==> src/rtl/oled_pkg.sv <==
// Shared constants and state encoding for the SSD1306 frame streaming path.
// Command/data control bytes follow the SSD1306 I2C control-byte format.
package oled_pkg;

    localparam logic [7:0] CTRL_CMD           = 8'h00;
    localparam logic [7:0] CTRL_DATA          = 8'h40;
    localparam logic [7:0] CMD_COL_ADDR       = 8'h21;
    localparam logic [7:0] CMD_PAGE_ADDR      = 8'h22;
    localparam logic [6:0] DEFAULT_SLAVE_ADDR = 7'h3C;

    localparam int unsigned CMD_IDX_W = 3;

    typedef enum logic [2:0] {
        StIdle,
        StCmd,
        StFetch,
        StWait,
        StData,
        StErr
    } streamer_state_e;

endpackage

==> src/rtl/oled_addr_cmd_rom.sv <==
// Column/page addressing command bytes that reset the SSD1306 write window
// to the full panel; last flags the final byte of the command transaction.
module oled_addr_cmd_rom
    import oled_pkg::*;
#(
    parameter int unsigned COLS  = 128,
    parameter int unsigned PAGES = 8
) (
    input  logic [CMD_IDX_W-1:0] idx,
    output logic [7:0]           cmd_byte,
    output logic                 last
);

    always_comb begin
        cmd_byte = 8'h00;
        last     = 1'b0;
        case (idx)
            3'd0: cmd_byte = CMD_COL_ADDR;
            3'd1: cmd_byte = 8'h00;
            3'd2: cmd_byte = 8'(COLS - 1);
            3'd3: cmd_byte = CMD_PAGE_ADDR;
            3'd4: cmd_byte = 8'h00;
            3'd5: begin
                cmd_byte = 8'(PAGES - 1);
                last     = 1'b1;
            end
            default: begin
                cmd_byte = 8'h00;
                last     = 1'b0;
            end
        endcase
    end

endmodule

==> src/rtl/oled_frame_streamer.sv <==
// Streams a full framebuffer to the SSD1306 through i2c_master's byte handshake.
// Define OLED_STREAMER_ADDR_CMD_EN to prefix each frame with the addressing commands.
module oled_frame_streamer
    import oled_pkg::*;
#(
    parameter logic [6:0]  SLAVE_ADDR = DEFAULT_SLAVE_ADDR,
    parameter int unsigned COLS       = 128,
    parameter int unsigned PAGES      = 8,
    parameter int unsigned AW         = $clog2(COLS * PAGES)
) (
    input  logic          CLK,
    input  logic          NRST,
    input  logic          init_done,
    input  logic          frame_start,
    output logic [AW-1:0] mem_addr,
    input  logic [7:0]    mem_data,
    output logic [6:0]    slave_addr,
    output logic          read_write,
    output logic [7:0]    control_frame,
    output logic [7:0]    data_write,
    output logic          xfer_valid,
    input  logic          xfer_ready,
    output logic          xfer_stop,
    input  logic          xfer_nack,
    output logic          busy,
    output logic          frame_done,
    output logic          error
);

    localparam logic [AW-1:0] LAST_ADDR = AW'(COLS * PAGES - 1);

    streamer_state_e      state;
    logic [CMD_IDX_W-1:0] cmd_idx;
    logic [CMD_IDX_W-1:0] rom_idx;
    logic [7:0]           rom_byte;
    logic                 rom_last;
    logic                 accept;
    logic                 nack_active;

    assign slave_addr  = SLAVE_ADDR;
    assign read_write  = 1'b0;
    assign accept      = xfer_valid && xfer_ready;
    assign nack_active = xfer_nack && (state != StIdle) && (state != StErr);

    // ROM looks one entry ahead so the next command byte is ready on acceptance.
    assign rom_idx = (state == StCmd) ? cmd_idx + 3'd1 : 3'd0;

    oled_addr_cmd_rom #(
        .COLS  (COLS),
        .PAGES (PAGES)
    ) u_addr_cmd_rom (
        .idx      (rom_idx),
        .cmd_byte (rom_byte),
        .last     (rom_last)
    );

    always_ff @(posedge CLK or negedge NRST) begin
        if (!NRST) begin
            state         <= StIdle;
            cmd_idx       <= '0;
            mem_addr      <= '0;
            data_write    <= 8'h00;
            control_frame <= CTRL_CMD;
            xfer_valid    <= 1'b0;
            xfer_stop     <= 1'b0;
            busy          <= 1'b0;
            frame_done    <= 1'b0;
            error         <= 1'b0;
        end else begin
            frame_done <= 1'b0;
            if (nack_active) begin
                // A NACK aborts the frame even if the same byte was accepted.
                state      <= StErr;
                xfer_valid <= 1'b0;
                error      <= 1'b1;
            end else begin
                unique case (state)
                    StIdle: begin
                        if (frame_start && init_done) begin
                            busy     <= 1'b1;
                            error    <= 1'b0;
                            mem_addr <= '0;
`ifdef OLED_STREAMER_ADDR_CMD_EN
                            state         <= StCmd;
                            cmd_idx       <= '0;
                            data_write    <= rom_byte;
                            control_frame <= CTRL_CMD;
                            xfer_stop     <= rom_last;
                            xfer_valid    <= 1'b1;
`else
                            state <= StFetch;
`endif
                        end
                    end
                    StCmd: begin
                        if (accept) begin
                            if (xfer_stop) begin
                                xfer_valid <= 1'b0;
                                xfer_stop  <= 1'b0;
                                state      <= StFetch;
                            end else begin
                                cmd_idx    <= cmd_idx + 3'd1;
                                data_write <= rom_byte;
                                xfer_stop  <= rom_last;
                            end
                        end
                    end
                    StFetch: begin
                        state <= StWait;
                    end
                    StWait: begin
                        data_write    <= mem_data;
                        control_frame <= CTRL_DATA;
                        xfer_stop     <= (mem_addr == LAST_ADDR);
                        xfer_valid    <= 1'b1;
                        state         <= StData;
                    end
                    StData: begin
                        if (accept) begin
                            xfer_valid <= 1'b0;
                            if (xfer_stop) begin
                                frame_done <= 1'b1;
                                busy       <= 1'b0;
                                mem_addr   <= '0;
                                state      <= StIdle;
                            end else begin
                                mem_addr <= mem_addr + AW'(1);
                                state    <= StFetch;
                            end
                        end
                    end
                    StErr: begin
                        busy  <= 1'b0;
                        state <= StIdle;
                    end
                    default: begin
                        state <= StIdle;
                    end
                endcase
            end
        end
    end

endmodule

==> config.mk <==
export PLATFORM = sky130hd
export DESIGN_NAME = oled_frame_streamer
export DESIGN_NICKNAME = d
export VERILOG_FILES = /design/src/rtl/oled_pkg.sv /design/src/rtl/oled_addr_cmd_rom.sv /design/src/rtl/oled_frame_streamer.sv
export SDC_FILE = /design/constraint.sdc
export NUM_CORES = 1
export LEC_CHECK = 0
export BUFFER_PORTS_ARGS = -buffer_cell sky130_fd_sc_hd__buf_2
export CORE_ASPECT_RATIO = 2
export CORE_UTILIZATION = 52
export CTS_CLUSTER_DIAMETER = 150
export DETAILED_ROUTE_END_ITERATION = 12
export GPL_TIMING_DRIVEN = 0
export PLACE_DENSITY = 0.92
export RECOVER_POWER = 100
export SYNTH_ARGS = -nofsm -noshare
export SYNTH_HDL_FRONTEND = slang
export SYNTH_SLANG_ARGS = --single-unit
==> constraint.sdc <==
create_clock -name CLK -period 2 [get_ports CLK]
set_input_delay 0.2 -clock CLK [delete_from_list [all_inputs] [get_ports CLK]]
set_output_delay 0.2 -clock CLK [all_outputs]
set_load 0.02 [all_outputs]
* Word level (Yosys, flattened, before mapping)
Cells that the tools add are included.
** Word-level totals
- Bits in registers :: 30
- Input bits :: 14
- Logic and storage cells :: 89
** Cells by class
- Add/sub/neg operators :: 2
- Eq/ne operators :: 19
- Mux-type cells :: 34
- Bitwise logic cells :: 2
- Reduce and logical (&&, ||, !) cells :: 22
** Operators with widths (number)
- $mux W10 :: 3
- $pmux W7 S4 :: 1
- $pmux W10 S2 :: 1
- $reduce_and A4 Y1 :: 5
- $mux W3 :: 6
- $mux W8 :: 2
- $pmux W8 S2 :: 1
- $mux W1 :: 15
- $ne A3 B3 Y1 const B :: 5
- $pmux W3 S5 :: 1
- $eq A3 B2 Y1 const B :: 4
- $add A10 B1 Y10 const B :: 1
- $eq A10 B10 Y1 const B :: 1
- $ne A2 B2 Y1 const B :: 5
- $eq A3 B3 Y1 const B :: 3
- $reduce_bool A2 Y1 :: 4
- $logic_not A3 Y1 :: 2
- $pmux W1 S3 :: 2
- $reduce_bool A3 Y1 :: 2
- $reduce_and A5 Y1 :: 1
- $logic_and A1 B1 Y1 :: 4
- $reduce_and A2 Y1 :: 2
- $reduce_bool A4 Y1 :: 1
- $add A3 B1 Y3 const B :: 1
- 5 further kinds :: 6

* Logic depth before layout (Yosys ltp)
Gate-level depths: netlist (run 1).
- Word-level depth :: 7
- Mapped depth :: 7
- Mapped depth without buffers :: 5

* Hierarchy
A second synthesis (run 1) with hierarchy kept.
** Second synthesis, totals
- Cells, all modules :: 213
- Area, all modules :: 1819.2 µm²
** By module, submodules not included
- oled_frame_streamer :: instances 1, cells each 200, area each 1749.2 µm²
- oled_addr_cmd_rom :: instances 1, cells each 13, area each 70.1 µm²

* Least setup slack after synthesis (run 1)
Ideal clock, no wire load.
- Kind :: flip-flop to flip-flop
- Start point :: reg xfer_stop
- End point :: reg data_write[0]
- Library setup time :: 0.138 ns
- Arrival :: 1.622 ns
- Data required time :: 1.862 ns
- Slack :: 0.240 ns
- Cell stages (with the launch flop) :: 6
- Path buffers :: 1
- Cells stage by stage :: dfrtp_1 -> clkbuf_1 -> nand3b_1 -> a211o_1 -> a2111oi_0 -> a21oi_1
** Between the ends
- Longest elaborated chain between the ends :: 2
** RTL lines
- start: declaration :: RTL line oled_frame_streamer.sv:23 : output logic xfer_stop,
- start signal: assignment :: RTL line oled_frame_streamer.sv:104 : xfer_stop <= rom_last;
- start signal: assignment :: RTL line oled_frame_streamer.sv:114 : xfer_stop <= (mem_addr == LAST_ADDR);
- $ne A2 B2 Y1 (no line)
- $reduce_and A4 Y1 (no line)
- end signal: assignment :: RTL line oled_frame_streamer.sv:103 : data_write <= rom_byte;
- end signal: assignment :: RTL line oled_frame_streamer.sv:112 : data_write <= mem_data;
- end: declaration :: RTL line oled_frame_streamer.sv:20 : output logic [7:0] data_write,
Every way passes these cells.
A chain may end at the register's enable or synchronous reset.

* Final worst setup path (run 1)
- Start point :: reg xfer_stop
- End point :: reg mem_addr[2]
** Between the ends
- Longest elaborated chain between the ends :: 3
** RTL lines
- $mux W10 :: RTL line oled_frame_streamer.sv:121 : if (xfer_stop) begin
- $mux W10 :: RTL line oled_frame_streamer.sv:119 : if (accept) begin
- $pmux W10 S2 :: RTL line oled_frame_streamer.sv:77 : unique case (state)
- end signal: assignment :: RTL line oled_frame_streamer.sv:127 : mem_addr <= mem_addr + AW'(1);
- end: declaration :: RTL line oled_frame_streamer.sv:15 : output logic [AW-1:0] mem_addr,
Every way passes these cells. The select of a mux whose other input is x is not followed.

==> impl_metrics.json, run 1 <==
{
  "grt_pass1_vias": 1626,
  "fin_tns_setup_ns": 0,
  "final_util_pct": 64.89,
  "gp_congestion": 0.9092,
  "violations": "DRC",
  "synth-adder-area-share_pct": 1.370,
  "vdd_drop_max_mv": 0.7856,
  "via_per_inst": 5.840,
  "die_y_um": 85.82,
  "use_met1_pct": 26.77,
  "yosysTopAreaCellShare_pct": 41.10,
  "maxCapViolCount": 0,
  "synthTopCellsByArea": "dfrtp_1 (41%), buf_4 (6.2%), o21ai_1 (4.7%)",
  "async_flop_share_pct": 100.0,
  "htree_levels": 2,
  "grt_pass1_wl_um": 7245,
  "final_antenna_net_count": 0,
  "cts_inserted_buffers": 5,
  "hold_path.class": "input port to register",
  "fmax_mhz": 524.5,
  "nets": 283,
  "drt_wl_total_um": 4666,
  "met3_usage_pct": 5.263,
  "pwr_density_cell_mw_per_mm2": 1252,
  "avgSynthCellArea_um2": 8.782,
  "synth_compound_area_share_pct": 24.66,
  "overflow": 0,
  "num_rows": 30,
  "fin_crit_sh_pct": 95.34,
  "grt-busiest-layer": "met2",
  "io_buffers": 36,
  "synth_top_area_cell": "dfrtp_1",
  "ys_seq_area_share_pct": 41.10,
  "slew_viol_final": 0,
  "p_leak_nw": 0.9868,
  "dieArea_mm2": 0.003768,
  "max_stage_delay_ns": 0.51,
  "whs_ns": 0.2086,
  "critPathArrivalTime_ns": 2.11,
  "clockRootBuffer": "clkbuf_8",
  "design.core.area_mm2": 0.003378,
  "worst_setup_path_start_kind": "register",
  "required_ns": 2.20,
  "synth_area_mm2": 0.001827,
  "setup_viol": 0,
  "cts.sinks": 30,
  "cp_max_fo": 10,
  "worst_slew_pin_slew_ns": 0.7540,
  "route.detailed.drc": 3,
  "ys_types": 48,
  "synthFlopType": "dfrtp_1",
  "synthSimpleGateAreaFrac_pct": 19.73,
  "syn_to_final_growth_pct": 20.00,
  "dp_slack_ns": 0.06665,
  "dpl.hpwl_um": 3269,
  "finalWorstSetupSlack_ns": 0.09329,
  "clk_latency_ns": 0.29,
  "ios": 53,
  "routedWlPerCell_um": 15.55,
  "critPathKind": "register to register",
  "yosys_warnings": 0,
  "hold_viol_final": 0,
  "cts_tree": "yes",
  "slowest_stage": "or4b_1",
  "grt_max_degree": 31,
  "finClkSkew_ns": 0.006206,
  "clk_path_buf_depth": 2,
  "synth_mux_area_share_pct": 0.6164,
  "fin_crit_ns": 1.907,
  "firstDrtPassIters": 10,
  "diodes": 0,
  "rsz0062_at_grt": "false",
  "synth_xor_area_share_pct": 1.438,
  "grt_usage_pct": 25.55,
  "antenna_found_initial": 0,
  "drt_iter0_drc": 67,
  "status": "finished with violations",
  "maxSlewHeadroom_pct": 49.74,
  "synth_top_family_by_area": "compound AO/OA/AOI/OAI gates",
  "clk_pin_slew_ns": 0.07,
  "synth_edf_count": 0,
  "endpoint_kind": "register",
  "die_w_um": 43.91,
  "grtUsageMet2_pct": 42.74,
  "synth_cells": 208,
  "num_vias": 1752,
  "drive_above_1_share_pct": 17.91,
  "synth-seq-cells": 30,
  "initial_core_util_pct": 54.07,
  "timing.critical_path.mode_cell": "clkbuf_1",
  "crit_chain": "clkbuf_1 -> or4b_1 -> clkbuf_1 -> nor3_1 -> nand2_1 -> o21ai_0"
}
==> per-layer routing <==
metal / part of all wire [%] / up-vias / routed length, um
met5: 0 / - / 0
met4: 3.8 / 0 / 176
met3: 4.9 / 18 / 227
met2: 54 / 64 / 2522
met1: 37 / 821 / 1740
li1: - / 849 / -
==> state kept, by name (all words and copies together) (netlist names) <==
name	cells
busy	1
cmd_idx	3
control_frame	1
data_write	8
error	1
frame_done	1
mem_addr	10
state	3
xfer_stop	1
xfer_valid	1
==> critical path, delay by kind of cell (launching register included) <==
family	cells	cell delay, ns
AO/OA/AOI/OAI	1	0.18
buffers and inverters	2	0.43
flip-flops	1	0.37
AND/OR/NAND/NOR	3	0.84
==> final cells by class <==
class / count / area [um2]
sequential: 30 / 750.7
tap: 32 / 40.04
buffer: 29 / 177.7
inverter: 5 / 18.77
clock buffer: 7 / 86.33
fill: 296 / 1186
multi-input combinational: 157 / 938.4
clock inverter: 1 / 5.005
timing repair buffer: 39 / 175.2
==> placed cells by master (no fill, tap or decap), drive strengths merged, types with 2 or more instances in the layout <==
master / Yosys / routed
nor4: 3 / 3
clkbuf: 9 / 42
nand2: 19 / 19
o31a: 2 / 2
buf: 20 / 32
inv: 5 / 5
nor3: 5 / 5
and3: 2 / 2
ha: 2 / 2
conb: 2 / 15
a31oi: 4 / 4
o21ai: 29 / 29
a21oi: 12 / 12
o32a: 2 / 2
xnor2: 3 / 3
a22oi: 2 / 2
o31ai: 10 / 10
and2: 2 / 2
nor2: 10 / 10
o22a: 2 / 2
nand4: 3 / 3
nor2b: 2 / 2
dfrtp: 30 / 30
nand3: 8 / 8
and4: 2 / 2
a211oi: 2 / 2
and3b: 2 / 2
==> where the power goes <==
group	leakage (nW)	switching (W)	total, W	internal, W
sequential	0.393	0.000113	0.000872	0.000759
clock	0.0482	0.000239	0.000516	0.000277
combinational	0.545	0.000876	0.00136	0.000480
==> Yosys cell counts (3+ instances only) <==
| master | count |
|---|---|
| nor3_1 | 4 |
| clkbuf_1 | 9 |
| buf_4 | 15 |
| dfrtp_1 | 30 |
| nor4_1 | 3 |
| nand2_1 | 18 |
| xnor2_1 | 3 |
| inv_1 | 3 |
| a31oi_1 | 4 |
| buf_2 | 3 |
| o31ai_1 | 10 |
| nand4_1 | 3 |
| nor2_1 | 10 |
| nand3_1 | 8 |
| o21ai_0 | 12 |
| o21ai_1 | 17 |
| a21oi_1 | 12 |
==> through the flow <==
step / area (um2) / power [W] / instances
6_report: 2192 / 0.002744 / 300
5_1_grt: 2192 / 0.002930 / 300
4_1_cts: 2197 / 0.002718 / 298
3_5_place_dp: 2096 / 0.002204 / 289
3_3_place_gp: 2096 / 0.002154 / 289
2_1_floorplan: 1876 / 0.001854 / 221
==> repair_timing <==
item	4_1_cts	5_1_grt
resized for setup	0	4
setup buffers	0	2
setup endpoints to repair	0	6
hold buffers	1	0
endpoints found under the hold margin	30	0
==> worst paths after layout <==
| kind | start | to | slack [ns] | cells past startpoint |
|---|---|---|---|---|
| setup / recovery | xfer_stop | mem_addr[2] | 0.09 | 6 |
| hold / removal | mem_data[0] | data_write[0] | 0.21 | 3 |
| setup reg to reg | xfer_stop | mem_addr[2] | 0.09 | 6 |
| hold reg to reg | data_write[7] | data_write[7] | 0.48 | 2 |
| max in group asynchronous | NRST | data_write[0] | 1.00 | 2 |
| min in group asynchronous | NRST | mem_addr[1] | 0.51 | 2 |
==> logic make-up (layout without fill, tap and decap cells) <==
kind of cell	Yosys count	in the layout
adders and majority gates	2	2
and+or+nand+nor	64	64
buffers and inverters	34	81
AOI/OAI and AO/OA	72	72
DFF	30	30
muxes	1	1
xor gates and xnor gates	3	3
other	2	15
(Power assumes the default switching activity.)
==> run 2: changes to the inputs <==
Clock period 2 ns to 1.9 ns, I/O delays scaled along.
==> run 2 against run 1 <==
The flow still finishes with violations (DRC). Flip-flop and latch count unchanged. Wire length increased by 0.32%. Register-to-register slack got worse by 0.04 ns. Worst setup slack got worse by 0.037 ns. Cell count decreased by 0.67%. Largest cell class unchanged.
==> impl_metrics.json, run 2 (synthesis gave the netlist of run 1 again) <==
{
  "fin_crit_ns": 1.843,
  "htree_levels": 2,
  "initial_core_util_pct": 54.07,
  "status": "finished with violations",
  "clk_path_buf_depth": 2,
  "regMostFlops": "mem_addr",
  "pwr-share-comb_pct": 48.8,
  "worst_slew_pin_slew_ns": 0.7607,
  "endpoint_kind": "register",
  "dieArea_mm2": 0.003768,
  "syn_to_final_growth_pct": 20.21,
  "diodes": 0,
  "largest_register_ffs": 10,
  "drt_iter0_drc": 85,
  "hold_path.class": "input port to register",
  "nets": 281,
  "min_from": "mem_data[2]",
  "fin_tns_setup_ns": 0,
  "maxSlewHeadroom_pct": 49.29,
  "ff2ff_path_depth": 6,
  "route.detailed.drc": 3,
  "crit_chain": "buf_2 -> nand2b_1 -> buf_2 -> a211o_2 -> a2111oi_2 -> a21oi_1",
  "fin_crit_sh_pct": 97.01,
  "critPathKind": "register to register",
  "violations": "DRC",
  "drt_wl_total_um": 4681,
  "cts_inserted_buffers": 5,
  "p_sw_w": 0.001299,
  "routedWlPerCell_um": 15.71,
  "ios": 53,
  "whs_ns": 0.1997,
  "grt_usage_pct": 25.80,
  "clkPwrFrac_pct": 18.6,
  "clk_latency_ns": 0.29,
  "timing.critical_path.mode_cell": "buf_2",
  "io_buffers": 36,
  "r2r-end": "data_write[0]",
  "r2r_slack_ns": 0.06,
  "die_y_um": 85.82,
  "gp_congestion": 0.9092,
  "slew_viol_final": 0,
  "switching_share_pct": 44.85,
  "firstDrtPassIters": 10,
  "place_area_mm2": 0.002096,
  "hold_end": "data_write[2]",
  "die_w_um": 43.91,
  "hold_viol_final": 0,
  "via_per_inst": 6.023,
  "pwr_density_cell_mw_per_mm2": 1319,
  "dpl.hpwl_um": 3269,
  "overflow": 0,
  "clk_pin_slew_ns": 0.06,
  "vdd_drop_max_mv": 0.8265,
  "fmax_mhz": 542.5,
  "grt_pass1_wl_um": 7286,
  "finClkSkew_ns": 0.005999,
  "r2r-start": "state[2]",
  "fin_area_mm2": 0.002196,
  "final_cell_mix": "dfrtp_1 (30), clkbuf_1 (28), nand2_1 (18)",
  "drive_above_1_share_pct": 20.30,
  "cp_max_fo": 9,
  "design.core.area_mm2": 0.003378,
  "slowest_stage": "a211o_2",
  "setup_viol": 0,
  "clockRootBuffer": "clkbuf_8",
  "grt_pass1_vias": 1639,
  "num_rows": 30,
  "min_path_cells": 3,
  "antenna_found_initial": 0,
  "maxCapViolCount": 0,
  "max_stage_delay_ns": 0.39,
  "top_regs": "mem_addr (10), data_write (8)",
  "layout_commonest_cell": "dfrtp_1",
  "num_vias": 1795,
  "grt_max_degree": 31,
  "cts_tree": "yes",
  "cts.sinks": 30,
  "required_ns": 2.06,
  "p_leak_nw": 0.9995,
  "p_seq_share_pct": 32.5,
  "final_antenna_net_count": 0,
  "intPower_w": 0.001598,
  "critPathArrivalTime_ns": 2.00,
  "worst_setup_path_start_kind": "register"
}
[run 2: worst max path at each step]
stage                from            end  slack (ns)
2_1_floorplan   xfer_stop  data_write[0]        0.14
3_3_place_gp    xfer_stop  data_write[0]        0.04
3_5_place_dp   cmd_idx[0]  data_write[0]       -0.03
4_1_cts         xfer_stop    mem_addr[7]        0.03
5_1_grt          state[2]  data_write[0]       -0.05
6_report         state[2]  data_write[0]        0.06
[run 2: power by group through the flow]
stage                     registers (W)  logic, W  clock network (W)
after floorplan                 0.00104  0.000911                  0
after global placement         0.000912   0.00136                  0
after detailed placement       0.000923   0.00140                  0
after CTS                      0.000911   0.00141           0.000545
after global routing           0.000961   0.00156           0.000570
final                          0.000942   0.00141           0.000540
[run 2: final cells by class]
type	count	area, um2
plain buffers	27	171.4
clock buffers	7	86.33
clock inverters	1	5.005
fillers	293	1182
inverters	5	18.77
multi-input cells	157	944.7
flip-flops and latches	30	750.7
well taps	32	40.04
repair buffers	39	178.9
[run 2: worst max-delay path: cells and delay by family (launching register included)]
kind | cells | cell delay [ns]
AOI/OAI and AO/OA | 3 | 0.84
buffers and inverters | 2 | 0.34
DFF | 1 | 0.37
and+or+nand+nor | 1 | 0.16
[run 2: timing repair]
action	in CTS	in global routing
cloned	0	0
endpoints found under the hold margin	30	0
hold buffers	1	0
resized for setup	2	5
buffers inserted	0	2
endpoints found under the setup margin	1	15
pin swaps	0	1
[run 2: per-stage QoR]
step | setup slack (ns) | cells | power, W | utilization [%]
after CTS | 0.03331 | 298 | 0.002870 | 65.22
after global routing | -0.04634 | 298 | 0.003092 | 65.00
after floorplan | 0.1398 | 221 | 0.001951 | -
after global placement | 0.03985 | 289 | 0.002268 | 62.04
final | 0.05677 | 298 | 0.002897 | 65.00
after detailed placement | -0.03335 | 289 | 0.002320 | 62.04
[run 2: metal layers]
metal / up-vias / share of wire (%) / GRT usage [%]
met1: 842 / 37 / 27.45
met4: 0 / 4.1 / 19.56
met3: 22 / 4.8 / 4.632
met2: 79 / 54 / 43.15
li1: 852 / - / -
met5: - / 0 / 0
==> run 3: changes to the inputs <==
Settings changed: PLACE_DENSITY 0.92 to 0.76.
==> run 3 against run 2 <==
The flow still finishes with violations (DRC). Utilization hardly changed. Combinational power hardly changed. Sequential power is 1% lower. Sequential share of layout area hardly changed. Total power is 1.5% lower. Largest power group unchanged.
==> impl_metrics.json, run 3 (synthesis gave the netlist of run 1 again) <==
{
  "status": "finished with violations",
  "final_cells": 299,
  "fin_crit_ns": 1.789,
  "die_w_um": 43.91,
  "final_util_pct": 64.96,
  "clk_path_buf_depth": 2,
  "finClkSkew_ns": 0.002114,
  "power.total_w": 0.002855,
  "grt_pass1_wl_um": 7148,
  "required_ns": 2.05,
  "slew_viol_final": 0,
  "routedWlPerCell_um": 14.58,
  "critPathKind": "register to register",
  "dieArea_mm2": 0.003768,
  "hold_path.class": "input port to register",
  "ff2ff_path_depth": 6,
  "r2r_slack_ns": 0.11,
  "timing.critical_path.mode_cell": "buf_2",
  "endpoint_kind": "register",
  "fmax_mhz": 558.9,
  "grt_usage_pct": 25.03,
  "clockRootBuffer": "clkbuf_8",
  "final_antenna_net_count": 0,
  "min_path_cells": 3,
  "top_regs": "mem_addr (10), data_write (8)",
  "dpl.hpwl_um": 3137,
  "cts_tree": "yes",
  "cts.sinks": 30,
  "r2r-end": "data_write[0]",
  "initial_core_util_pct": 54.07,
  "antenna_found_initial": 0,
  "drive_above_1_share_pct": 19.10,
  "maxSlewHeadroom_pct": 49.88,
  "p_leak_nw": 0.9913,
  "die_y_um": 85.82,
  "crit_chain": "buf_2 -> nand2b_1 -> buf_2 -> a211o_2 -> a2111oi_1 -> a21oi_1",
  "setup_viol": 0,
  "route.detailed.drc": 3,
  "min_from": "mem_data[7]",
  "design.core.area_mm2": 0.003378,
  "maxCapViolCount": 0,
  "drt_iter0_drc": 41,
  "hold_end": "data_write[7]",
  "nets": 282,
  "largest_register_ffs": 10,
  "num_vias": 1764,
  "overflow": 0,
  "clk_pin_slew_ns": 0.06,
  "grt_max_degree": 31,
  "num_rows": 30,
  "htree_levels": 2,
  "cp_max_fo": 9,
  "slowest_stage": "a2111oi_1",
  "firstDrtPassIters": 8,
  "cts_inserted_buffers": 5,
  "via_per_inst": 5.900,
  "worst_slew_pin_slew_ns": 0.7518,
  "fin_crit_sh_pct": 94.17,
  "pwr_density_cell_mw_per_mm2": 1301,
  "vdd_drop_max_mv": 0.9389,
  "final_cell_mix": "clkbuf_1 (31), dfrtp_1 (30), o21ai_0 (20), nand2_1 (18), buf_4 (18)",
  "violations": "DRC",
  "layout_commonest_cell": "clkbuf_1",
  "max_stage_delay_ns": 0.39,
  "hold_viol_final": 0,
  "regMostFlops": "mem_addr",
  "dp.cells": 289,
  "io_buffers": 36,
  "r2r-start": "state[2]",
  "grt_pass1_vias": 1683,
  "clk_latency_ns": 0.28,
  "diodes": 0,
  "critPathArrivalTime_ns": 1.94,
  "ios": 53,
  "gp_congestion": 0.8571,
  "syn_to_final_growth_pct": 20.14,
  "drt_wl_total_um": 4358,
  "worst_setup_path_start_kind": "register"
}
## run 3: cell count changes in the layout (fill, tap and decap cells not counted)
cell and delta:
o21ai_0 +8, buf_4 +1, a2111oi_1 +1, a2111oi_2 -1, o21ai_1 -8, buf_2 -3, clkbuf_1 +3
## run 3: through the flow
stage / area (um2) / hold WS [ns] / TNS [ns] / worst slack, ns
after CTS: 2197 / 0.1654 / 0 / 0.02204
after global routing: 2195 / 0.1926 / -0.0008225 / -0.0008225
after global placement: 2096 / 0.2618 / 0 / 0.05799
after floorplan: 1876 / -0.1056 / 0 / 0.1398
after detailed placement: 2096 / 0.2655 / 0 / 0.03522
final: 2195 / 0.1777 / 0 / 0.1107
## run 3: worst max-delay path by stage
stage              start       endpoint  depth (start not counted)
6_report        state[2]  data_write[0]                          6
4_1_cts        xfer_stop  data_write[0]                          5
3_5_place_dp   xfer_stop  data_write[0]                          5
2_1_floorplan  xfer_stop  data_write[0]                          5
3_3_place_gp   xfer_stop  data_write[0]                          5
5_1_grt         state[2]  data_write[0]                          6
## run 3: power by group
group          switching (W)  internal [W]
sequential          0.000132      0.000798
clock               0.000245      0.000292
combinational       0.000877      0.000511
## run 3: cell type report
| class | count | area, um2 |
|---|---|---|
| Clock inverter | 1 | 5.005 |
| Sequential cell | 30 | 750.7 |
| Multi-Input combinational cell | 157 | 939.7 |
| Fill cell | 316 | 1184 |
| Buffer | 27 | 171.4 |
| Clock buffer | 7 | 86.33 |
| Inverter | 5 | 18.77 |
| Tap cell | 32 | 40.04 |
| Timing Repair Buffer | 40 | 182.7 |
## run 3: what timing repair did
action,in CTS,in global routing
setup endpoints to repair,0,13
endpoints found under the hold margin,30,0
hold buffers,1,0
gates resized for setup,0,6
setup buffers,0,3
## run 3: metal layers
layer	share of wire (%)	GRT usage, %
met5	0	0
met4	2.2	14.05
met1	38	26.33
met3	4.2	4.211
met2	56	44.78
## run 3: worst max-delay path, delay by kind of cell, from the launching register on
family	cells	cell delay (ns)
buf+inv	2	0.32
flops	1	0.35
simple gates	1	0.14
compound gates	3	0.84
